## config.mk

```make
export PLATFORM = sky130hd
export DESIGN_NAME = soc_run_ctrl
export DESIGN_NICKNAME = d
export VERILOG_FILES = /design/src/rtl/soc_run_ctrl.sv
export SDC_FILE = /design/constraint.sdc
export NUM_CORES = 1
export LEC_CHECK = 0
export ABC_AREA = 1
export BUFFER_PORTS_ARGS = -buffer_cell sky130_fd_sc_hd__clkbuf_2
export CAP_MARGIN = 25
export CORE_MARGIN = 4
export CORE_UTILIZATION = 41
export DETAILED_ROUTE_END_ITERATION = 8
export PLACE_DENSITY = 0.75
export SLEW_MARGIN = 20
export SYNTH_ARGS = -nofsm -noshare
export SYNTH_HDL_FRONTEND = slang
export SYNTH_SLANG_ARGS = --single-unit
```

## constraint.sdc

```tcl
create_clock -name clk -period 4.8 [get_ports clk]
set_input_delay 0 -clock clk [delete_from_list [all_inputs] [get_ports clk]]
set_output_delay 0 -clock clk [all_outputs]
set_load 0.02 [all_outputs]
```

## src/rtl/soc_run_ctrl.sv

```systemverilog
// Run/dump controller: holds the core in reset, runs it until a halt store or timeout, then streams a data-memory window out.
// Optional store counter built when SOC_RUN_CTRL_STORE_COUNT_EN is defined.
module soc_run_ctrl #(
  parameter int unsigned DATA_W       = 32,
  parameter int unsigned ADDR_W       = 32,
  parameter int unsigned RESET_CYCLES = 3,
  parameter int unsigned MAX_CYCLES   = 1000,
  parameter logic [ADDR_W-1:0] HALT_ADDR = ADDR_W'(32'h0000_0FFC),
  parameter logic [ADDR_W-1:0] DUMP_BASE = ADDR_W'(0),
  parameter int unsigned DUMP_WORDS   = 1024
) (
  input  logic              clk,
  input  logic              rst,
  output logic              core_rst_o,
  input  logic              data_ce_i,
  input  logic              data_we_i,
  input  logic [ADDR_W-1:0] data_addr_i,
  input  logic [DATA_W-1:0] data_wdata_i,
  output logic              mem_sel_o,
  output logic [ADDR_W-1:0] mem_addr_o,
  input  logic [DATA_W-1:0] mem_rdata_i,
  output logic              dump_valid_o,
  input  logic              dump_ready_i,
  output logic [DATA_W-1:0] dump_data_o,
  output logic [15:0]       dump_index_o,
  output logic              done_o,
  output logic              timeout_o,
  output logic [DATA_W-1:0] exit_code_o,
  output logic [31:0]       cycle_count_o,
  output logic [31:0]       store_count_o
);

  localparam int unsigned HOLD_W   = $clog2(RESET_CYCLES + 1);
  localparam logic [31:0] MAX_C    = 32'(MAX_CYCLES);
  localparam logic [15:0] LAST_IDX = 16'(DUMP_WORDS - 1);

  typedef enum logic [1:0] {S_HOLD, S_RUN, S_DUMP, S_DONE} state_t;

  state_t              state_q, state_d;
  logic [HOLD_W-1:0]   hold_cnt_q, hold_cnt_d;
  logic [15:0]         idx_q, idx_d;
  logic                last_loaded_q, last_loaded_d;
  logic                core_rst_d, mem_sel_d, dump_valid_d, done_d, timeout_d;
  logic [ADDR_W-1:0]   mem_addr_d;
  logic [DATA_W-1:0]   dump_data_d, exit_code_d;
  logic [15:0]         dump_index_d;
  logic [31:0]         cycle_count_d;

  logic        halt_c, hold_done_c, timeout_hit_c, load_c, last_hs_c;
  logic [31:0] cyc_inc_c;

  assign halt_c        = data_ce_i & data_we_i & (data_addr_i == HALT_ADDR);
  assign hold_done_c   = (hold_cnt_q == HOLD_W'(RESET_CYCLES - 1));
  assign cyc_inc_c     = cycle_count_o + 32'd1;
  assign timeout_hit_c = (cyc_inc_c == MAX_C);
  assign load_c        = (~dump_valid_o | dump_ready_i) & ~last_loaded_q;
  assign last_hs_c     = dump_valid_o & dump_ready_i & last_loaded_q;

  // State register
  always_ff @(posedge clk or posedge rst) begin
    if (rst) state_q <= S_HOLD;
    else     state_q <= state_d;
  end

  // Next-state logic
  always_comb begin
    state_d = state_q;
    case (state_q)
      S_HOLD: if (hold_done_c)             state_d = S_RUN;
      S_RUN:  if (halt_c || timeout_hit_c) state_d = S_DUMP;
      S_DUMP: if (last_hs_c)               state_d = S_DONE;
      default: state_d = state_q;
    endcase
  end

  // Next values of the registered outputs and datapath
  always_comb begin
    hold_cnt_d    = hold_cnt_q;
    idx_d         = idx_q;
    last_loaded_d = last_loaded_q;
    core_rst_d    = core_rst_o;
    mem_sel_d     = mem_sel_o;
    mem_addr_d    = mem_addr_o;
    dump_valid_d  = dump_valid_o;
    dump_data_d   = dump_data_o;
    dump_index_d  = dump_index_o;
    done_d        = done_o;
    timeout_d     = timeout_o;
    exit_code_d   = exit_code_o;
    cycle_count_d = cycle_count_o;
    case (state_q)
      S_HOLD: begin
        if (hold_done_c) core_rst_d = 1'b0;
        else             hold_cnt_d = hold_cnt_q + HOLD_W'(1);
      end
      S_RUN: begin
        cycle_count_d = cyc_inc_c;
        if (halt_c || timeout_hit_c) begin
          core_rst_d    = 1'b1;
          mem_sel_d     = 1'b1;
          mem_addr_d    = DUMP_BASE;
          idx_d         = 16'd0;
          last_loaded_d = 1'b0;
          // A halt in the final cycle takes precedence over the timeout
          if (halt_c) exit_code_d = data_wdata_i;
          else        timeout_d   = 1'b1;
        end
      end
      S_DUMP: begin
        if (last_hs_c) begin
          dump_valid_d = 1'b0;
          mem_sel_d    = 1'b0;
          done_d       = 1'b1;
        end else if (load_c) begin
          dump_data_d   = mem_rdata_i;
          dump_index_d  = idx_q;
          dump_valid_d  = 1'b1;
          idx_d         = idx_q + 16'd1;
          mem_addr_d    = mem_addr_o + ADDR_W'(4);
          last_loaded_d = (idx_q == LAST_IDX);
        end
      end
      default: ;
    endcase
  end

  // Output and datapath registers
  always_ff @(posedge clk or posedge rst) begin
    if (rst) begin
      hold_cnt_q    <= '0;
      idx_q         <= '0;
      last_loaded_q <= 1'b0;
      core_rst_o    <= 1'b1;
      mem_sel_o     <= 1'b0;
      mem_addr_o    <= '0;
      dump_valid_o  <= 1'b0;
      dump_data_o   <= '0;
      dump_index_o  <= '0;
      done_o        <= 1'b0;
      timeout_o     <= 1'b0;
      exit_code_o   <= '0;
      cycle_count_o <= '0;
    end else begin
      hold_cnt_q    <= hold_cnt_d;
      idx_q         <= idx_d;
      last_loaded_q <= last_loaded_d;
      core_rst_o    <= core_rst_d;
      mem_sel_o     <= mem_sel_d;
      mem_addr_o    <= mem_addr_d;
      dump_valid_o  <= dump_valid_d;
      dump_data_o   <= dump_data_d;
      dump_index_o  <= dump_index_d;
      done_o        <= done_d;
      timeout_o     <= timeout_d;
      exit_code_o   <= exit_code_d;
      cycle_count_o <= cycle_count_d;
    end
  end

`ifdef SOC_RUN_CTRL_STORE_COUNT_EN
  // Saturating count of RUN-state stores, halt store included
  always_ff @(posedge clk or posedge rst) begin
    if (rst) begin
      store_count_o <= '0;
    end else if (state_q == S_RUN && data_ce_i && data_we_i &&
                 store_count_o != 32'hFFFF_FFFF) begin
      store_count_o <= store_count_o + 32'd1;
    end
  end
`else
  assign store_count_o = 32'd0;
`endif

endmodule

```

==> results of run 1 <==
[area by class of cell]
cell class              instances  area, um^2  share of cell area, %
inverters                      79         302                   2.55
well taps                     280         350                   2.96
diodes                          1        2.50                 0.0211
multi-input cells             891        4360                   36.8
clock buffers                  17         425                   3.59
clock inverters                15         201                   1.70
repair buffers                325        2000                   16.9
flip-flops and latches        168        4210                   35.5
[state kept, by name (all words and copies together) (netlist names), 2 cells and up]
signal,flops
cycle_count_o,32
dump_data_o,32
dump_index_o,16
exit_code_o,32
hold_cnt_q,2
idx_q,16
mem_addr_o,30
state_q,2
[worst max-delay path by stage]
stage                     startpoint                to  slack, ns  cells past startpoint
finish              cycle_count_o[0]    mem_addr_o[26]       1.69                     16
global route        cycle_count_o[0]    mem_addr_o[27]       1.27                     16
CTS                 cycle_count_o[0]    mem_addr_o[21]       1.64                     16
detailed placement  cycle_count_o[0]    mem_addr_o[24]       1.66                     16
global placement    cycle_count_o[0]    mem_addr_o[27]       1.83                     16
floorplan                        rst  cycle_count_o[0]       0.25                      1
[critical path, delay by kind of cell (launching register included)]
kind,cells,cell delay [ns]
AND/OR/NAND/NOR,14,2.03
flip-flops,1,0.44
buffers and inverters,1,0.35
adder cells (fa/ha/maj),1,0.24
[cells by family after synthesis]
logic type,after synthesis,synth area share (%)
and+or+nand+nor,705,33.2
DFF,168,45.7
buffers and inverters,163,8.40
AOI/OAI and AO/OA,83,4.68
muxes,36,4.41
xor gates and xnor gates,23,2.19
adders and majority gates,10,1.36
other,1,0.0408
[layer usage]
layer / global-route usage [%] / wire (um) / share of wire, % / up-vias
li1: - / - / - / 4397
met1: 27.3 / 11200 / 41 / 4275
met2: 36.4 / 13500 / 50 / 354
met3: 3.85 / 1870 / 6.9 / 49
met4: 7.78 / 597 / 2.2 / 0
met5: 0 / 0 / 0 / -
[synth_stat cells (11+ instances only)]
master    number
nand2_1      394
dfrtp_1      167
nor2_1       125
inv_1         77
nand3_1       68
nand4_1       63
o21ai_0       57
mux2_2        36
buf_4         35
clkbuf_1      35
nor3_1        24
a21oi_1       16
xor2_1        16
nor4_1        11
[power breakdown]
group	internal [mW]	switching, mW	leakage [nW]	total [mW]
clock	0.758	0.684	0.302	1.44
combinational	0.0879	0.129	3.47	0.217
sequential	1.43	0.0207	2.32	1.45
==> results.toml, run 1 <==
[logic_synthesis]
ys_warn_count = 0
netlist_area_um2 = 9200
synth_edf_count = 0
ys.flop_type = "dfrtp_1"
synth_cell_types = 35
synth_top_area_share_pct = 45.4
ys_ff_latch = 168
async_flop_share_pct = 100
syn_inst = 1189
synth_top_cell_by_area = "dfrtp_1"
seq_area_frac_synth_pct = 45.7
yosys-top-cells-area = "dfrtp_1, nand2_1, nor2_1"
postSynthAreaPerCell_um2 = 7.73

[timing]
fmax_mhz = 321
relSlewSlack_pct = 43.3
tns_ns = 0
finalHoldViolCount = 0
final.min_clock_period_ns = 3.11
hold-worst-slack_ns = 0.110
rsz0062_at_grt = "false"
worst_slack_ns = 1.69
period_share_pct = 64.9
slew_violations = 0
setup_viol = 0
worst_pin_slew_ns = 0.851
clock_skew_ns = 0.0158

[setup_path]
rr_startpoint = "cycle_count_o[0]"
cp_common_cell = "nand2_1"
required_ns = 5.17
cp_slowest_cell = "nand3_2"
path_class = "flop to flop"
slowest_delay_ns = 0.56
r2r_slack_ns = 1.69
critPathLaunchType = "flop"
arrival_ns = 3.48
r2r-end = "mem_addr_o[26]"
cp_cell_sequence = "ha_1 > nand2_1 > nor2_4 > nand2_2 > nor2_1 > nand2_1 > nand2_1 > nor2_1 > nand3_1 > nor2_1 > nand3_1 > nand3_2 > nand3_1 > buf_4 > nand2_1 > nand2_1"
r2r_cells = 16
crit_path_end_kind = "flop"
cp_max_fo = 32

[final_layout]
area_growth_pct = 28.7
final_cell_mix = "nand2_1, clkbuf_2, dfrtp_1"
drive_above_1_share_pct = 23.3
fin_cells = 1776
final_util_pct = 53.9
postLayoutCellArea_um2 = 11800
final_common_cell = "nand2_1"
fin_nets = 1593
fill_cells = 1989

[floorplan]
fp.dieH_um = 158
core-area_um2 = 22000
die_area_um2 = 24900
start_util_pct = 41.9
die_w_um = 158
io_pins = 282
rows = 54

[placed_design]
pre_cts_ws_ns = 1.66
post-place-cells = 1677
detailed_place.area_um2 = 10500
gp_congestion = 0.915
hpwlAfterDp_um = 18800
port_buffers = 247

[detailed_routing]
ant_nets = 0
first_pass_iters = 5
wl_per_cell_um = 15.2
vias = 9075
drc = 0
drt_iter0_drc = 699
routed_via_density = 5.11
drt_wl_total_um = 27100

[worst_hold_path]
min_path_cells = 6
holdPathEnd = "dump_valid_o"
hold_path.class = "input port to flop"
hp-start = "dump_ready_i"

[clock_tree]
post_cts_buffers = 0
numCtsBuffers = 17
cts_root_buf = "clkbuf_16"
cts_tree = "yes"
clockBufferDepth = 2
cts_max_level = 4
clkSinkCount = 168
cts_hold_buf = 65
cts.repair.resized = 0
clkLatencyLatePin_ns = 0.43
clk_pin_slew_ns = 0.08

[power]
power_mw = 3.11
ir_drop_mv = 0.220
powerDensity_nw_per_um2 = 262
leakagePower_nw = 6.09

[global_routing]
grt_usage_pct = 21.4
grt.overflow.total = 0
first_global_vias = 8696
antenna_found_initial = 1
grt_max_degree = 86
grt_pass1_wl_um = 43300

[run]
cap_violations = 0

[outcome]
status = "complete, no violations"
Power figures use the tool's default switching activity.
==> run 2, diff against run 1 <==
Clock period 4.8 ns to 2.6 ns, I/O delays scaled along.
==> results.toml, run 2 (synthesized netlist as in run 1, its figures left out) <==
[outcome]
status = "complete, but fails checks"
violations = "setup timing"

[detailed_routing]
routed_via_density = 5.16
wl_met1_um = 11900
top_layer = "met4"
drc = 0
drt_iter0_drc = 888
wl_met3_um = 2010
first_pass_iters = 5
wl_per_cell_um = 16.0
vias = 9402
drt_wl_total_um = 29200
dr_wl_met2_um = 14700
ant_nets = 0

[placed_design]
detailed_place.area_um2 = 10700
gp_congestion = 0.982
port_buffers = 247
hpwlAfterDp_um = 19100
pre_cts_ws_ns = -0.00889
post-place-cells = 1696

[worst_hold_path]
hold_path.class = "input port to flop"

[global_routing]
grt_max_degree = 62
grt_pass1_wl_um = 43700
antenna_found_initial = 0
grt_usage_pct = 21.4
grt.overflow.total = 0
first_global_vias = 8719

[clock_tree]
clk_pin_slew_ns = 0.07
cts_root_buf = "clkbuf_16"
numCtsBuffers = 17
clockBufferDepth = 2
cts_tree = "yes"
cts_max_level = 4
clkLatencyLatePin_ns = 0.42
clkSinkCount = 168

[final_layout]
area_growth_pct = 36.7
multi_input_area_um2 = 4600
seq_area_um2 = 4210
drive_above_1_share_pct = 29.1
fill_cells = 1930
final_common_cell = "nand2_1"
fin_nets = 1640
fin_cells = 1822
final_cell_mix = "nand2_1, clkbuf_2, dfrtp_1"
postLayoutCellArea_um2 = 12600
largest_registers = "cycle_count_o x32, dump_data_o x32, exit_code_o x32"
final_util_pct = 57.2

[floorplan]
start_util_pct = 41.9
io_pins = 282
die_w_um = 158
fp.dieH_um = 158
core-area_um2 = 22000
die_area_um2 = 24900
rows = 54

[timing]
relSlewSlack_pct = 47.1
clock_skew_ns = 0.00913
slew_violations = 0
setup_viol = 39
rsz0062_at_grt = "true"
period_share_pct = 102
final.min_clock_period_ns = 2.64
fmax_mhz = 378
worst_slack_ns = -0.0440
finalHoldViolCount = 0
worst_pin_slew_ns = 0.792

[power]
power_mw = 5.65
powerDensity_nw_per_um2 = 449
leakagePower_nw = 6.43
ir_drop_mv = 0.369

[setup_path]
crit_path_end_kind = "flop"
cp_max_fo = 12
required_ns = 2.91
path_class = "flop to flop"
critPathLaunchType = "flop"
arrival_ns = 2.96

[run]
cap_violations = 0
-- run 2: cell types whose count changed in the layout (fill, tap and decap cells not counted), moves of 6 or more --
cell / previous run / this run
dfrtp_2: 0 / 7
nand2_2: 3 / 24
buf_4: 11 / 47
dfrtp_1: 167 / 160
buf_12: 0 / 6
nand2_1: 394 / 362
nand2_4: 0 / 11
nor2_1: 125 / 115
-- run 2: path summary, 6_finish.rpt --
| kind | start | endpoint | slack, ns | depth (start not counted) |
|---|---|---|---|---|
| hold reg to reg | exit_code_o[1] | exit_code_o[1] | 0.48 | 2 |
| min in group asynchronous | rst | exit_code_o[3] | 0.28 | 3 |
| setup reg to reg | cycle_count_o[0] | idx_q[5] | -0.04 | 17 |
| setup / recovery | cycle_count_o[0] | idx_q[5] | -0.04 | 17 |
| max in group asynchronous | rst | cycle_count_o[13] | 1.50 | 4 |
| hold / removal | dump_ready_i | dump_valid_o | 0.10 | 6 |
-- run 2: area by class of cell --
| type | instances | share of cell area [%] |
|---|---|---|
| Tap cell | 280 | 2.79 |
| Inverter | 79 | 2.39 |
| Clock inverter | 14 | 1.24 |
| Timing Repair Buffer | 372 | 20.1 |
| Antenna cell | 1 | 0.0199 |
| Clock buffer | 17 | 3.38 |
| Sequential cell | 168 | 33.5 |
| Multi-Input combinational cell | 891 | 36.6 |
-- run 2: stage by stage --
stage                     setup TNS (ns)  hold slack [ns]
after floorplan                        0            0.146
after global placement                 0            0.171
after detailed placement         -0.0256            0.179
after CTS                              0           0.0791
after global routing               -5.26            0.137
final                             -0.954            0.101
-- run 2: what timing repair did --
item / 4_1_cts / 5_1_grt
hold buffers: 65 / 0
resized for setup: 7 / 68
buffers inserted: 3 / 19
endpoints found under the setup margin: 49 / 51
pin swaps: 2 / 6
cloned: 1 / 6
endpoints found under the hold margin: 93 / 0
-- run 2: layer usage --
| metal | vias to the layer above | track usage, % |
|---|---|---|
| met3 | 56 | 4.10 |
| met4 | 0 | 6.19 |
| met5 | - | 0 |
| li1 | 4484 | - |
| met2 | 402 | 36.5 |
| met1 | 4460 | 27.9 |
-- run 2: power breakdown --
part           internal [mW]  total, mW  switching [mW]
sequential              2.64       2.67          0.0297
clock                   1.36       2.52            1.16
combinational          0.189      0.459           0.270
total                   4.19       5.65            1.46
-- run 2: critical path: stages (launching register included) --
cell and delay [ns]:
dfrtp_1 0.45, ha_4 0.18, nand2_4 0.05, nor2_4 0.20, nand2_2 0.10, nor2_4 0.17, nand2_1 0.07, nand2_1 0.06
nand2_1 0.06, nor2_1 0.14, nand2_1 0.10, nor2_2 0.10, nand3_2 0.12, nand3_4 0.11, nand3_4 0.22, clkbuf_16 0.28
nand2_1 0.06, nand2_1 0.05
